### src/rtl/ex_mem_pkg.sv
// Shared types and constants for the EX/MEM pipeline register.
// Build option: EX_MEM_BRANCH_RESOLVE_EN keeps branch state in this stage.
package ex_mem_pkg;

    localparam int DEF_DATA_W = 32;
    localparam int DEF_REG_W  = 5;
    localparam int CTRL_W     = 5;

    localparam int CTRL_REGWRITE = 4;
    localparam int CTRL_MEMREAD  = 3;
    localparam int CTRL_MEMWRITE = 2;
    localparam int CTRL_MEMTOREG = 1;
    localparam int CTRL_BRANCH   = 0;

    typedef struct packed {
        logic [DEF_DATA_W-1:0] alu_result;
        logic                  zero;
        logic [DEF_DATA_W-1:0] wdata;
        logic [DEF_REG_W-1:0]  wreg;
        logic [CTRL_W-1:0]     ctrl;
        logic [DEF_DATA_W-1:0] target;
    } ex_mem_entry_t;

endpackage

### src/rtl/ex_mem_entry_reg.sv
// One pipeline entry with its valid bit; payload is never reset.
// Build option: EX_MEM_BRANCH_RESOLVE_EN keeps zero/branch/target flops.
module ex_mem_entry_reg
    import ex_mem_pkg::*;
(
    input  logic          Clk,
    input  logic          Rst,
    input  logic          load,
    input  logic          clear,
    input  ex_mem_entry_t d,
    output logic          valid,
    output ex_mem_entry_t q
);

    // clear wins over load so a flush always empties the entry
    always_ff @(posedge Clk) begin
        if (Rst) begin
            valid <= 1'b0;
        end else if (clear) begin
            valid <= 1'b0;
        end else if (load) begin
            valid <= 1'b1;
        end
    end

`ifdef EX_MEM_BRANCH_RESOLVE_EN
    always_ff @(posedge Clk) begin
        if (load) begin
            q <= d;
        end
    end
`else
    logic [DEF_DATA_W-1:0] alu_q;
    logic [DEF_DATA_W-1:0] wdata_q;
    logic [DEF_REG_W-1:0]  wreg_q;
    logic [CTRL_W-1:1]     ctrl_q;
    logic                  unused_branch;

    always_ff @(posedge Clk) begin
        if (load) begin
            alu_q   <= d.alu_result;
            wdata_q <= d.wdata;
            wreg_q  <= d.wreg;
            ctrl_q  <= d.ctrl[CTRL_W-1:1];
        end
    end

    // branch resolves elsewhere: no storage for zero, branch bit or target
    always_comb begin
        q                   = '0;
        q.alu_result        = alu_q;
        q.wdata             = wdata_q;
        q.wreg              = wreg_q;
        q.ctrl[CTRL_W-1:1]  = ctrl_q;
    end

    assign unused_branch = ^{d.zero, d.target, d.ctrl[CTRL_BRANCH]};
`endif

endmodule

### src/rtl/ex_mem_stage.sv
// EX/MEM pipeline register with a two-entry skid buffer (main + skid).
// Build option: EX_MEM_BRANCH_RESOLVE_EN drives PCSrc/PCBranch from main.
module ex_mem_stage
    import ex_mem_pkg::*;
#(
    parameter int DATA_W = DEF_DATA_W,
    parameter int REG_W  = DEF_REG_W
) (
    input  logic              Clk,
    input  logic              Rst,
    input  logic              Flush,
    input  logic              in_valid,
    output logic              in_ready,
    input  logic [DATA_W-1:0] ALUResult,
    input  logic              Zero,
    input  logic [DATA_W-1:0] WriteData,
    input  logic [REG_W-1:0]  WriteReg,
    input  logic [4:0]        Ctrl,
    input  logic [DATA_W-1:0] BranchTarget,
    output logic              out_valid,
    input  logic              out_ready,
    output logic [DATA_W-1:0] MemAddr,
    output logic [DATA_W-1:0] MemWData,
    output logic [REG_W-1:0]  MemWriteReg,
    output logic [4:0]        MemCtrl,
    output logic              PCSrc,
    output logic [DATA_W-1:0] PCBranch
);

    ex_mem_entry_t in_d;
    ex_mem_entry_t main_d;
    ex_mem_entry_t main_q;
    ex_mem_entry_t skid_q;
    logic          main_valid;
    logic          skid_valid;
    logic          accept;
    logic          retire;
    logic          main_load;
    logic          main_clear;
    logic          skid_load;
    logic          skid_clear;

    always_comb begin
        in_d            = '0;
        in_d.alu_result = ALUResult;
        in_d.zero       = Zero;
        in_d.wdata      = WriteData;
        in_d.wreg       = WriteReg;
        in_d.ctrl       = Ctrl;
        in_d.target     = BranchTarget;
    end

    assign in_ready = ~skid_valid;
    assign accept   = in_valid & in_ready & ~Flush;
    assign retire   = main_valid & out_ready;

    // skid only holds data while in_ready=0, so it never races an accept
    assign main_d     = skid_valid ? skid_q : in_d;
    assign main_load  = ~Flush & ((retire & skid_valid)
                      | (accept & (~main_valid | retire)));
    assign main_clear = Flush | (retire & ~main_load);
    assign skid_load  = accept & main_valid & ~retire;
    assign skid_clear = Flush | (retire & skid_valid);

    ex_mem_entry_reg u_main (
        .Clk   (Clk),
        .Rst   (Rst),
        .load  (main_load),
        .clear (main_clear),
        .d     (main_d),
        .valid (main_valid),
        .q     (main_q)
    );

    ex_mem_entry_reg u_skid (
        .Clk   (Clk),
        .Rst   (Rst),
        .load  (skid_load),
        .clear (skid_clear),
        .d     (in_d),
        .valid (skid_valid),
        .q     (skid_q)
    );

    assign out_valid   = main_valid;
    assign MemAddr     = main_q.alu_result;
    assign MemWData    = main_q.wdata;
    assign MemWriteReg = main_q.wreg;
    assign MemCtrl     = main_valid ? main_q.ctrl : 5'd0;

`ifdef EX_MEM_BRANCH_RESOLVE_EN
    assign PCSrc    = main_valid & main_q.ctrl[CTRL_BRANCH] & main_q.zero;
    assign PCBranch = main_q.target;
`else
    assign PCSrc    = 1'b0;
    assign PCBranch = '0;
`endif

endmodule

### config.mk
export PLATFORM = sky130hd
export DESIGN_NAME = ex_mem_stage
export DESIGN_NICKNAME = d
export VERILOG_FILES = /design/src/rtl/ex_mem_pkg.sv /design/src/rtl/ex_mem_entry_reg.sv /design/src/rtl/ex_mem_stage.sv
export SDC_FILE = /design/constraint.sdc
export NUM_CORES = 1
export LEC_CHECK = 0
export BUFFER_PORTS_ARGS = -buffer_cell sky130_fd_sc_hd__buf_2
export CORE_MARGIN = 1
export CORE_UTILIZATION = 40
export CTS_BUF_LIST = sky130_fd_sc_hd__clkbuf_8
export DETAILED_ROUTE_END_ITERATION = 10
export MAX_ROUTING_LAYER = met4
export PLACE_DENSITY = 0.65
export SLEW_MARGIN = 20
export SYNTH_ARGS = -nofsm -noshare
export SYNTH_HDL_FRONTEND = slang
export SYNTH_SLANG_ARGS = --single-unit
### constraint.sdc
create_clock -name Clk -period 4.7 [get_ports Clk]
set_input_delay 0.47 -clock Clk [delete_from_list [all_inputs] [get_ports Clk]]
set_output_delay 0.47 -clock Clk [all_outputs]
set_load 0.03 [all_outputs]
# Yosys cells after proc, flatten, opt, wreduce, memory -nomap -nowiden
# Cells that the tools add are included.
[totals]
regBits = 148
in_bits = 112
word_cells = 32
[op_classes]
mux = 2
n_bitwise = 18
n_reduce_logical = 2
[ops]
columns = ["cell", "count"]
rows = [
  ["2-to-1 mux 107 bit", 1],
  ["bitwise AND 1 bit", 9],
  ["2-to-1 mux 5 bit", 1],
  ["inverter 1 bit", 5],
  ["bitwise OR 1 bit", 4],
  ["OR reduction 2 bit", 2],
]

# Logic depth before layout (Yosys ltp)
[depth]
ltp_word = 10
depth_mapped = 6

# Modules after synthesis
# Synthesis repeated with hierarchy kept, for this count alone.
[hier_totals]
cells_unflattened = 389
hier_area_um2 = 6652.6
[modules_own_cells]
columns = ["module", "n_inst", "cells_per_inst", "area_per_inst_um2", "seq_area_each_um2"]
rows = [
  ["ex_mem_entry_reg", 2, 111, 2484.9, 2212.1],
  ["ex_mem_stage", 1, 167, 1682.9, 0.0],
]

# Worst setup path before layout
# Ideal clock, no wire load.
[synth_timing]
path_kind = "register -> register"
start = "register u_main.valid"
end = "register u_main.alu_q[0] (enable)"
setup_time_ps = 491
arrival_time_ps = 3699
setup_slack_ps = 510
path_stages_with_launch = 4
path_cell_list = "dfxtp_1 > clkbuf_1 > a21oi_1 > nor3_2"
[synth_between]
elab_chain_len = 5
word_cells_on_any_way = 7
[synth_lines]
columns = ["element", "line_no", "source"]
rows = [
  ["start: declaration", "ex_mem_entry_reg.sv:11", "output logic valid,"],
  ["start signal: assignment", "ex_mem_entry_reg.sv:18", "valid <= 1'b0;"],
  ["start signal: assignment", "ex_mem_entry_reg.sv:20", "valid <= 1'b0;"],
  ["start signal: assignment", "ex_mem_entry_reg.sv:22", "valid <= 1'b1;"],
  ["bitwise AND 1 bit / inverter 1 bit (equally long branches)", "ex_mem_stage.sv:55, ex_mem_stage.sv:60", ""],
  ["bitwise OR 1 bit", "ex_mem_stage.sv:60", "| (accept & (~main_valid | retire)));"],
  ["bitwise AND 1 bit", "ex_mem_stage.sv:60", ""],
  ["bitwise OR 1 bit (*)", "ex_mem_stage.sv:60", ""],
  ["bitwise AND 1 bit (*)", "ex_mem_stage.sv:59", "assign main_load = ~Flush & ((retire & skid_valid)"],
  ["net main_load", "ex_mem_stage.sv:38", "logic main_load;"],
  ["end signal: assignment", "ex_mem_entry_reg.sv:41", "alu_q <= d.alu_result;"],
  ["end: declaration", "ex_mem_entry_reg.sv:33", "logic [DEF_DATA_W-1:0] alu_q;"],
]
# Mark *: on every way through the listed nets, which the timed path passes. The rest lies on a longest branch.
# A chain may end at the register's enable or synchronous reset.

# Worst setup path after layout
[layout_timing]
start = "register u_skid.valid"
end = "register u_skid.alu_q[8] (enable)"
[layout_between]
elab_chain_len = 5
[layout_lines]
columns = ["element", "line_no", "source"]
rows = [
  ["start: declaration", "ex_mem_entry_reg.sv:11", ""],
  ["start signal: assignment", "ex_mem_entry_reg.sv:18", ""],
  ["start signal: assignment", "ex_mem_entry_reg.sv:20", ""],
  ["start signal: assignment", "ex_mem_entry_reg.sv:22", ""],
  ["inverter 1 bit", "ex_mem_stage.sv:53", "assign in_ready = ~skid_valid;"],
  ["bitwise AND 1 bit (2 in a row)", "ex_mem_stage.sv:54", "assign accept = in_valid & in_ready & ~Flush;"],
  ["bitwise AND 1 bit (2 in a row)", "ex_mem_stage.sv:62", "assign skid_load = accept & main_valid & ~retire;"],
  ["net skid_load", "ex_mem_stage.sv:40", "logic skid_load;"],
  ["end signal: assignment", "ex_mem_entry_reg.sv:41", ""],
  ["end: declaration", "ex_mem_entry_reg.sv:33", ""],
]
# The timed path passes the listed nets, and every way through them passes these cells.

==> results.txt <==
----------------------------------------------------
[STA]
  Worst Hold Margin ... 0.2225 ns
  Unrepaired setup endpoints after global routing ... no
  FMAX ... around 500 MHz
  Final setup viols ... 0
  Endpoints failing hold ... 0
  Post-route setup TNS ... 0 ns
  Headroom to the max-slew limit ... 0.2878
  Slew at the pin closest to its max-slew limit ... 1.068 ns
  Setup clock skew after layout ... 0.01115 ns
  Count of final max-slew check failures ... 0
  Final period utilization ... 0.4373
  Final Critical Period ... 2.056 ns

[Setup path]
  Startpoint of the lowest-slack register-to-register path ... u_skid.valid$_SDFFE_PP0P_
  Destination of the worst register-to-register timing path ... u_skid.alu_q[8]$_DFFE_PP_
  Number of cell instances on the worst register-to-register path ... 2
  Critical path fanouts, max ... 73
  Delay-heaviest family, CP ... simple AND/OR/NAND/NOR gates
  Data required, critical path ... between 4 and 5 ns
  Setup slack, reg-to-reg ... 2.64 ns
  Largest stage delay, worst path ... slightly above 0.9 ns
  Master of the slowest instance on the critical path ... sky130_fd_sc_hd__and4_4
  Arrival time reported for the critical path endpoint ... 2.11 ns
  Critical path type ... reg -> reg
  Ordered cell list for the critical path ... inv_1 > and4_4
  Sort of element at the end of the critical path ... flip-flop
  WP buf/inv ... 1
  Critical path launch point type ... flip-flop

[Clock tree]
  Buffers from clock root to sink, at most ... 2
  H-tree depth reported by CTS ... 4
  # resized after CTS ... 0
  Clock insertion delay at the later pin of the skew report ... 0.43 ns
  Number of buffers added by the clock tree synthesis step ... 17
  Clock-pin transition on the worst setup and hold timing paths ... around 0.08 ns
  Root Driver ... sky130_fd_sc_hd__clkbuf_8
  Sinks on Clock Net ... 148
  CTS Hold Bufs ... 0
  TritonCTS clock tree ... done
  Post-CTS setup repair buffer count ... 0

[Synthesis]
  Share of the yosys chip area belonging to registers ... 0.7059
  Yosys warning count ... 0
  Area of the mapped netlist ... 6267 um2
  Cells after synthesis ... between 300 and 400
  Flip-flop and latch count after synthesis ... 148
  Distinct cells, synth ... 19
  Mapped Avg Cell Area ... 17.86 um2

[Min path]
  Worst Hold Depth ... 1
  Path type of the worst min-delay path ... in -> reg
  Hold Startpoint ... WriteData[4]
  Hold-critical path endpoint ... u_skid.wdata_q[4]$_DFFE_PP_

[Floorplanning]
  Row cnt ... 45
  Die width ... 127.2 um
  Die ar. ... 16170 um2
  I/O Pins ... 221
  Core footprint ... between 15000 and 20000 um2
  Initial core utilization ... 0.4107
  Die H ... 127.2 um

[Finish]
  Area added between synthesis and finish ... 12.22%
  Most frequent standard cell in the layout excluding fill and tap cells ... sky130_fd_sc_hd__buf_2
  Final core utilization ... 0.4609
  Leading cell types in the layout, fill and taps excluded ... sky130_fd_sc_hd__buf_2, sky130_fd_sc_hd__edfxtp_1, sky130_fd_sc_hd__mux2_2, sky130_fd_sc_hd__conb_1, sky130_fd_sc_hd__mux2_4
  Final net count ... 557
  N_diodes ... 0
  Layout cell share with drive strength beyond 1 ... 0.5624

[Status]
  Outcome ... complete, no violations

[Routing]
  Via total after detailed routing ... 2931
  Remaining antenna violation count ... 0
  Residual DRC count ... 0
  First-pass iteration count of the detailed router ... 4
  Vias per cell ... 4.388
  Number of design-rule violations left by the first detailed-router iteration ... 104
  Wire length per cell after detailed routing ... 14.71 um
  Final Routed Wirelength ... 9.827 mm

[Global routing]
  Global Route Usage Sum ... 0.1334
  First-pass GRT wire length ... 15.52 mm
  Via count of the first global-routing pass ... 3080
  Antenna violations before repair ... 0
  Total global routing overflow ... 0
  Pin count of the biggest net entering global routing ... 74

[Pwr]
  Power per standard cell area ... 397.5 nW/um2
  Worst IR Drop VDD ... 0.2184 mV
  Leakage power of the design ... around 2.7 nW

[Place]
  Final estimated routing congestion in global placement ... 0.6841
  Detailed placement HPWL ... approximately 6.3 mm
  Buffers added on ports ... 152

[Flow run]
  Max-cap violations ... 0

----------------------------------------------------
-- through the flow --
stage / cells / total power [W] / instance area, um2 / setup WS, ns
global route: 668 / 0.002904 / 7033 / 2.536
finish: 668 / 0.002795 / 7033 / 2.644
floorplan: 384 / 0.001741 / 6391 / 0.5101
global placement: 637 / 0.001759 / 6604 / 2.593
CTS: 668 / 0.002841 / 7033 / 2.607
detailed placement: 637 / 0.001764 / 6604 / 2.574
-- how the worst max path moves through the flow --
stage	start	end	slack, ns	depth (start not counted)
finish	u_skid.valid$_SDFFE_PP0P_	u_skid.alu_q[8]$_DFFE_PP_	2.64	2
global route	u_skid.valid$_SDFFE_PP0P_	u_skid.alu_q[8]$_DFFE_PP_	2.54	2
CTS	u_skid.valid$_SDFFE_PP0P_	u_skid.alu_q[23]$_DFFE_PP_	2.61	2
detailed placement	Flush	u_skid.alu_q[1]$_DFFE_PP_	2.57	3
global placement	out_ready	u_skid.alu_q[10]$_DFFE_PP_	2.59	3
floorplan	u_main.valid$_SDFFE_PP0P_	u_main.alu_q[0]$_DFFE_PP_	0.51	3
-- cell type report --
class | instances | area (um2)
fill | 1344 | 8225
sequential | 148 | 4428
multi-input combinational | 122 | 1125
timing repair buffer | 155 | 783.3
tap | 211 | 264.0
clock buffer | 17 | 234.0
clock inverter | 14 | 195.2
inverter | 1 | 3.754
-- per-layer routing --
layer | up-vias | part of all wire | GRT usage | wire (um)
met3 | 11 | 0.075 | 0.05611 | 738
met2 | 138 | 0.47 | 0.2059 | 4646
met1 | 1435 | 0.44 | 0.1528 | 4302
met5 | - | 0 | - | 0
li1 | 1347 | - | - | -
met4 | 0 | 0.014 | 0.05672 | 140
-- Yosys cell counts (all sizes together) --
cell type	instances	share of area
a2111oi	1	0.0024
a21oi	2	0.0016
a22oi	1	0.0012
and2	4	0.0040
and4	1	0.0014
buf	112	0.13
clkbuf	1	0.00060
conb	1	0.00060
dfxtp	2	0.0064
edfxtp	146	0.70
inv	1	0.00060
mux2	73	0.14
nand2b	1	0.0010
nor2	3	0.0018
nor3	2	0.0024
-- logic make-up (layout without fill, tap and decap cells) --
kind of cell    count (synthesis)  after routing  share of synthesized area
flops                         148            148                     0.7059
buf+inv                       114            187                     0.1358
mux                            73             73                     0.1419
simple gates                   11             11                    0.01058
compound gates                  4              4                   0.005190
other cells                     1             34                  0.0005983
-- state kept, by name, summed over array words and instances (netlist names) --
| name | cells |
|---|---|
| u_main.alu_q | 32 |
| u_skid.ctrl_q | 4 |
| u_skid.wdata_q | 32 |
| u_main.ctrl_q | 4 |
| u_skid.alu_q | 32 |
| u_main.wreg_q | 5 |
| u_main.wdata_q | 32 |
| u_main.valid | 1 |
| u_skid.wreg_q | 5 |
| u_skid.valid | 1 |
-- power by group --
part / leakage, nW / switching [W] / internal (W)
logic: 1.08 / 0.000152 / 0.0000775
registers: 1.36 / 0.0000107 / 0.00149
clock network: 0.230 / 0.000445 / 0.000619
total: 2.67 / 0.000607 / 0.00219
-- worst register-to-register path, stage by stage (launching register included) --
cell and delay (ns):
sky130_fd_sc_hd__dfxtp_4 0.52, sky130_fd_sc_hd__inv_1 0.16, sky130_fd_sc_hd__and4_4 0.92
(Power assumes the default switching activity.)
